`src/rtl/demux1x4_reg_pkg.sv`:
```
// Shared constants for the registered 1-to-4 demultiplexer.
package demux1x4_reg_pkg;
   localparam int DATA_WIDTH_DEF = 32;
   localparam int CNT_WIDTH_DEF  = 8;

   typedef enum logic [1:0] {
      SEL_A = 2'b00,
      SEL_B = 2'b01,
      SEL_C = 2'b10,
      SEL_D = 2'b11
   } sel_e;
endpackage

```
`src/rtl/demux1x4_reg_lane.sv`:
```
// One-entry holding register with valid/ready handshake, one per output lane.
module demux_lane
   import demux1x4_reg_pkg::*;
#(
   parameter int DATA_WIDTH = DATA_WIDTH_DEF
) (
   input  logic                  i_clk,
   input  logic                  i_rst,
   input  logic                  i_load,
   input  logic [DATA_WIDTH-1:0] i_data,
   input  logic                  i_ready,
   output logic                  o_valid,
   output logic [DATA_WIDTH-1:0] o_data
);

   logic                  r_valid;
   logic [DATA_WIDTH-1:0] r_data;

   // A load in the same cycle as a drain keeps the lane full with the new word.
   always_ff @(posedge i_clk or posedge i_rst) begin
      if (i_rst) begin
         r_valid <= 1'b0;
         r_data  <= '0;
      end else if (i_load) begin
         r_valid <= 1'b1;
         r_data  <= i_data;
      end else if (r_valid && i_ready) begin
         r_valid <= 1'b0;
      end
   end

   assign o_valid = r_valid;
   assign o_data  = r_data;

endmodule

```
`src/rtl/demux1x4_reg.sv`:
```
// Registered 1-to-4 demultiplexer: routes an accepted word into the lane chosen by i_sel.
module demux1x4_reg
   import demux1x4_reg_pkg::*;
#(
   parameter int data_width = DATA_WIDTH_DEF,
   parameter int cnt_width  = CNT_WIDTH_DEF
) (
   input  logic                  i_clk,
   input  logic                  i_rst,
   input  logic [1:0]            i_sel,
   input  logic                  i_valid,
   output logic                  o_ready,
   input  logic [data_width-1:0] i_data,
   output logic [3:0]            o_valid,
   input  logic [3:0]            i_ready,
   output logic [data_width-1:0] o_data_a,
   output logic [data_width-1:0] o_data_b,
   output logic [data_width-1:0] o_data_c,
   output logic [data_width-1:0] o_data_d,
   output logic                  o_busy,
   output logic [cnt_width-1:0]  o_xfer_cnt
);

   logic [3:0]            w_valid;
   logic [3:0]            w_load;
   logic                  w_accept;
   logic [data_width-1:0] w_lane_data [4];
   logic [cnt_width-1:0]  r_xfer_cnt;

   // Readiness is per addressed lane only, so a stalled lane never blocks the others.
   assign o_ready  = !w_valid[i_sel] || i_ready[i_sel];
   assign w_accept = i_valid && o_ready;
   assign w_load   = w_accept ? (4'b0001 << i_sel) : 4'b0000;

   for (genvar g = 0; g < 4; g++) begin : g_lane
      demux_lane #(
         .DATA_WIDTH (data_width)
      ) u_lane (
         .i_clk   (i_clk),
         .i_rst   (i_rst),
         .i_load  (w_load[g]),
         .i_data  (i_data),
         .i_ready (i_ready[g]),
         .o_valid (w_valid[g]),
         .o_data  (w_lane_data[g])
      );
   end

   always_ff @(posedge i_clk or posedge i_rst) begin
      if (i_rst) begin
         r_xfer_cnt <= '0;
      end else if (w_accept) begin
         r_xfer_cnt <= r_xfer_cnt + 1'b1;
      end
   end

   assign o_valid    = w_valid;
   assign o_busy     = |w_valid;
   assign o_xfer_cnt = r_xfer_cnt;
   assign o_data_a   = w_lane_data[SEL_A];
   assign o_data_b   = w_lane_data[SEL_B];
   assign o_data_c   = w_lane_data[SEL_C];
   assign o_data_d   = w_lane_data[SEL_D];

endmodule

```
`config.mk`:
```
export PLATFORM = sky130hd
export DESIGN_NAME = demux1x4_reg
export DESIGN_NICKNAME = d
export VERILOG_FILES = /design/src/rtl/demux1x4_reg_pkg.sv /design/src/rtl/demux1x4_reg_lane.sv /design/src/rtl/demux1x4_reg.sv
export SDC_FILE = /design/constraint.sdc
export NUM_CORES = 1
export LEC_CHECK = 0
export ABC_AREA = 1
export CAP_MARGIN = 20
export CORE_ASPECT_RATIO = 1.25
export CORE_MARGIN = 4
export CORE_UTILIZATION = 51
export CTS_CLUSTER_SIZE = 12
export DETAILED_ROUTE_END_ITERATION = 16
export PLACE_DENSITY = 0.95
export REMOVE_ABC_BUFFERS = 1
export SLEW_MARGIN = 20
export SYNTH_ARGS = -nofsm -noshare
export SYNTH_HDL_FRONTEND = slang
export SYNTH_SLANG_ARGS = --single-unit
```
`constraint.sdc`:
```
create_clock -name i_clk -period 8.84 [get_ports i_clk]
set_clock_uncertainty 0.05 [all_clocks]
set_input_delay 1.768 -clock i_clk [delete_from_list [all_inputs] [get_ports i_clk]]
set_output_delay 1.768 -clock i_clk [all_outputs]
set_load 0.03 [all_outputs]
```
== Yosys cells after proc, flatten, opt, wreduce, memory -nomap -nowiden ==
Index checks and enable logic that the tools add are counted.
Storage, ports and cells
  bits in registers: 140
  latch bits: 0
  bits in writable memories: 0
  memory bits (read-only): 0
  input bits: 41
  output and inout port bits: 142
  word-level logic and storage cells: 37
  memories: 0
Operators by class
  add/subtract/negate cells: 1
  multiply operators: 0
  div/mod/pow operators: 0
  $lt $le $gt $ge: 1
  equal/unequal tests: 0
  shifts and indexed selects: 1
  mux-type cells: 13
  bitwise logic cells: 0
  reductions and logical operators: 12
Operator list (number)
  2-to-1 mux 1 bit: 10
  adder 8 x 1 -> 8 bit (second input constant): 1
  nonzero test 2 bit: 4
  logical AND 1 bit: 5
  binary-select mux 1 bit (select 2 bit): 2
  2-to-1 mux 4 bit: 1
  OR reduction 4 bit: 1
  left shift 1 x 2 -> 4 bit (first input constant): 1
  < comparator 2 x 3 -> 1 bit (second input constant): 1
  logical NOT 1 bit: 1
  logical OR 1 bit: 1

== Longest topological paths before layout ==
  depth after elaboration: 7
  gate-level depth with buffers: 12

== Hierarchy ==
Synthesis repeated with hierarchy kept, for this count alone.
Second synthesis, totals
  cells, all modules: 652
  area total of the unflattened synthesis: 5894.4 µm²
Modules (own cells, without submodules)
  demux_lane: instances 4, cells each 141, area each 1330.0 µm², sequential area each 825.8 µm²
  demux1x4_reg: instances 1, cells each 88, area each 574.3 µm², sequential area each 200.2 µm²

== Worst setup path before layout ==
Ideal clock, no wire load.
  path kind: input to output
  start point: input i_sel[1]
  end point: output o_ready
  arrival time: 2.655 ns
  required time: 7.022 ns
  setup slack: 4.367 ns
  stages on the path: 8
  cell sequence: buf_2 nor2_4 nand2_1 nand2_1 nor2_1 nand2_2 buf_6 buf_2
Between the ends
  longest elaborated chain between the ends: 4
RTL lines
  start: declaration: RTL line demux1x4_reg.sv:10  | input logic [1:0] i_sel,
  binary-select mux 1 bit (select 2 bit): RTL line demux1x4_reg.sv:31  | assign o_ready = !w_valid[i_sel] || i_ready[i_sel];
  2-to-1 mux 1 bit (implied by the code): RTL line demux1x4_reg.sv:31
  logical NOT 1 bit: RTL line demux1x4_reg.sv:31
  logical OR 1 bit *: RTL line demux1x4_reg.sv:31
  end: declaration: RTL line demux1x4_reg.sv:12  | output logic o_ready,
Every way passes the cells marked *; elsewhere a longest branch is shown, timed or not. The select of a mux whose other input is x is not followed.

== Worst setup path in the final report ==
  start point: input i_sel[0]
  end point: output o_ready
The elaborated chain is that of the path after synthesis.

==> flow_summary.yaml <==
route:
  wirelength_um: 18200
  wl_per_cell_um: 18.9
  drc_errors: 0
  dr.pass1.iters: 5
  vias_per_cell: 5.89
  ant_nets: 0
  first_iter_violations: 390
  dr_total_vias: 5656
setup_path:
  setup.worst_path.end_class: "output pin"
  crit_chain: "clkdlybuf4s50_1 > nor2_4 > buf_4 > nand2_1 > nand2_1 > nor2_1 > nand2_4 > clkdlybuf4s50_1"
  r2r_cells: 10
  critical_path_class: "primary input to output pin"
  cp_max_fo: 59
  r2r-end: "g_lane[0].u_lane.o_data[1]"
  worst_path_max_delay_cell: "clkdlybuf4s50_1"
  r2r_start: "g_lane[3].u_lane.o_valid"
  path_buf_inv: 3
  slowest_delay_ns: 0.79
  cpLargestDelayFamily: "buffers and inverters"
  worstPathArrival_ns: 4.43
  ff2ff_setup_slack_ns: 5.34
  crit_required_ns: 7.02
  cp-start-kind: "primary input"
sta:
  fin_crit_sh: 0.707
  rsz0062_at_grt: "no"
  setup_violations: 0
  finalCriticalPeriod_ns: 6.25
  maxSlewViolCount: 0
  tns_ns: 0
  hold_viol: 0
  tightest_slew_ns: 0.974
  setup_slack_ns: 2.59
  max-slew-margin-rel: 0.349
  fmax_mhz: 160
clocking:
  clk_pin_slew_ns: 0.06
  clockRootBuffer: "clkbuf_16"
  holdBufCountCts: 0
  cts.sinks: 140
  post_cts_buffers: 0
  clockBufferDepth: 2
  clock_latency_ns: 0.41
  htreeDepth: 4
  cts_buffers: 17
  cts_resized: 0
  cts_tree: "yes"
synth:
  ys_ff_latch: 140
  ys_types: 20
  synth_area_leaders: "dfrtp_1 59%, nand2_1 18%, nand4_1 14%"
  synth_area_per_cell_sq_um: 8.96
  synth_top_area_share: 0.586
  ys_seq_area_frac: 0.586
  yosys_warnings: 0
  netlist_area_sq_mm: 0.00598
  synth_top_area_cell: "dfrtp_1"
  synthCells: 667
floorplanning:
  die_height_um: 129
  die_area_sq_mm: 0.0135
  num_io_pins: 183
  die_w_um: 105
  initial_core_util: 0.529
  core.rowCount: 43
  core_sq_mm: 0.0113
flow_run:
  cap_violations: 0
grt:
  grt_max_degree: 93
  grt.total_usage: 0.271
  grt_overflow_total: 0
  grt_pass1_wl_um: 29100
  grt_antenna_before_repair: 0
  grt_pass1_vias: 5597
min_path:
  holdPathEnd: "g_lane[0].u_lane.o_data[2]"
  hp-start: "g_lane[0].u_lane.o_data[2]"
  hold_path.class: "flop to flop"
  holdPathStages: 2
power:
  vdd.ir_drop.worst_uv: 182
  power_frac_seq: 0.361
  net-switching-power_mw: 0.839
  internal_power_mw: 1.54
  powerDensity_mw_per_mm2: 286
  p_leak_nw: 4.05
  clkPwrFrac: 0.308
  comb_power_share: 0.331
  sw_frac_of_total: 0.352
placement:
  gp_congestion: 0.816
  port_buffers: 182
  hpwlAfterDp_um: 11100
  place_worst_setup_slack_ns: 2.61
run_status:
  status: "completed"
final_layout:
  nNetsFinal: 856
  num_antenna_cells: 0
  n_fill_cell: 792
  drive_gt1_frac: 0.0557
  area_delta_synth_final_pct: 39.5
-- power by group through the flow --
stage / logic (mW) / clock network [mW] / registers, mW
after floorplan: 0.154 / 0 / 1.12
after global placement: 0.772 / 0 / 0.862
after detailed placement: 0.789 / 0 / 0.865
after CTS: 0.794 / 0.739 / 0.859
after global routing: 0.835 / 0.768 / 0.877
final: 0.789 / 0.732 / 0.860
-- state kept, by name, summed over array words and instances, names as in the netlist --
register               count
g_lane.u_lane.o_data     128
g_lane.u_lane.o_valid      4
o_xfer_cnt                 8
-- synthesized netlist by cell type --
cell type / number
nor2_1: 5
nor2_4: 1
nand3_1: 14
buf_2: 22
buf_1: 10
o21ai_1: 2
dfrtp_1: 140
nand2_1: 291
xor2_1: 1
nand4_1: 130
buf_6: 7
nand2_2: 2
clkbuf_1: 17
inv_1: 9
ha_1: 1
xnor2_1: 3
inv_2: 2
o21ai_0: 4
buf_4: 4
nand3b_1: 2
-- layout make-up --
type / instances / area (sq um) / area share
flip-flops and latches: 140 / 3500 / 0.420
multi-input cells: 456 / 2150 / 0.257
repair buffers: 188 / 1860 / 0.224
clock buffers: 20 / 437 / 0.0524
clock inverters: 11 / 170 / 0.0204
well taps: 135 / 169 / 0.0203
inverters: 11 / 46.3 / 0.00555
-- cells in the final DEF (no fill, tap or decap), types with 3 or more instances in the layout --
| cell | count |
|---|---|
| dfrtp_1 | 140 |
| clkbuf_1 | 3 |
| nand3_2 | 3 |
| nand2_1 | 291 |
| nand3_1 | 11 |
| nor2_1 | 3 |
| clkdlybuf4s50_1 | 181 |
| clkinvlp_4 | 3 |
| bufinv_16 | 4 |
| inv_1 | 8 |
| xnor2_1 | 3 |
| clkbuf_16 | 17 |
| nand4_1 | 130 |
| buf_4 | 7 |
| nor2_4 | 3 |
| o21ai_0 | 4 |
-- tightest hold or removal path, cell delays in order, from the launching register on --
cell and delay, ns:
dfrtp_1 0.34, nand2_1 0.05, nand2_1 0.04
-- per-layer routing --
metal,share of wire,vias to the layer above,GRT usage
met5,0,-,0
li1,-,2547,-
met2,0.52,299,0.468
met1,0.38,2773,0.335
met3,0.073,37,0.0598
met4,0.025,0,0.107
-- cells by family (layout without fill, tap and decap cells) --
kind of cell,count (synthesis),in the layout,synth area share
compound gates,6,6,0.00503
xor+xnor,4,4,0.00586
fa+ha+maj,1,1,0.00209
simple gates,445,445,0.340
buf+inv,71,230,0.0605
flops,140,140,0.586
-- metrics by stage --
step	instance area, sq um	util	power, mW	std cells	hold slack, ns
final	8340	0.738	2.38	961	0.417
after global routing	8340	0.738	2.48	961	0.433
after detailed placement	7730	0.684	1.65	930	0.407
after CTS	8340	0.738	2.39	961	0.421
after floorplan	5660	-	1.27	607	0.609
after global placement	7730	0.684	1.63	930	0.402
-- worst max-delay path by stage --
| stage | from | endpoint | slack (ns) | cells past startpoint |
|---|---|---|---|---|
| detailed placement | i_sel[0] | o_ready | 2.61 | 8 |
| global placement | i_sel[0] | o_ready | 2.65 | 8 |
| finish | i_sel[0] | o_ready | 2.59 | 8 |
| CTS | i_sel[0] | o_ready | 2.60 | 8 |
| global route | i_sel[0] | o_ready | 2.48 | 8 |
| floorplan | i_rst | g_lane[0].u_lane.o_data[0] | 3.27 | 1 |
(Power assumes the default switching activity.)
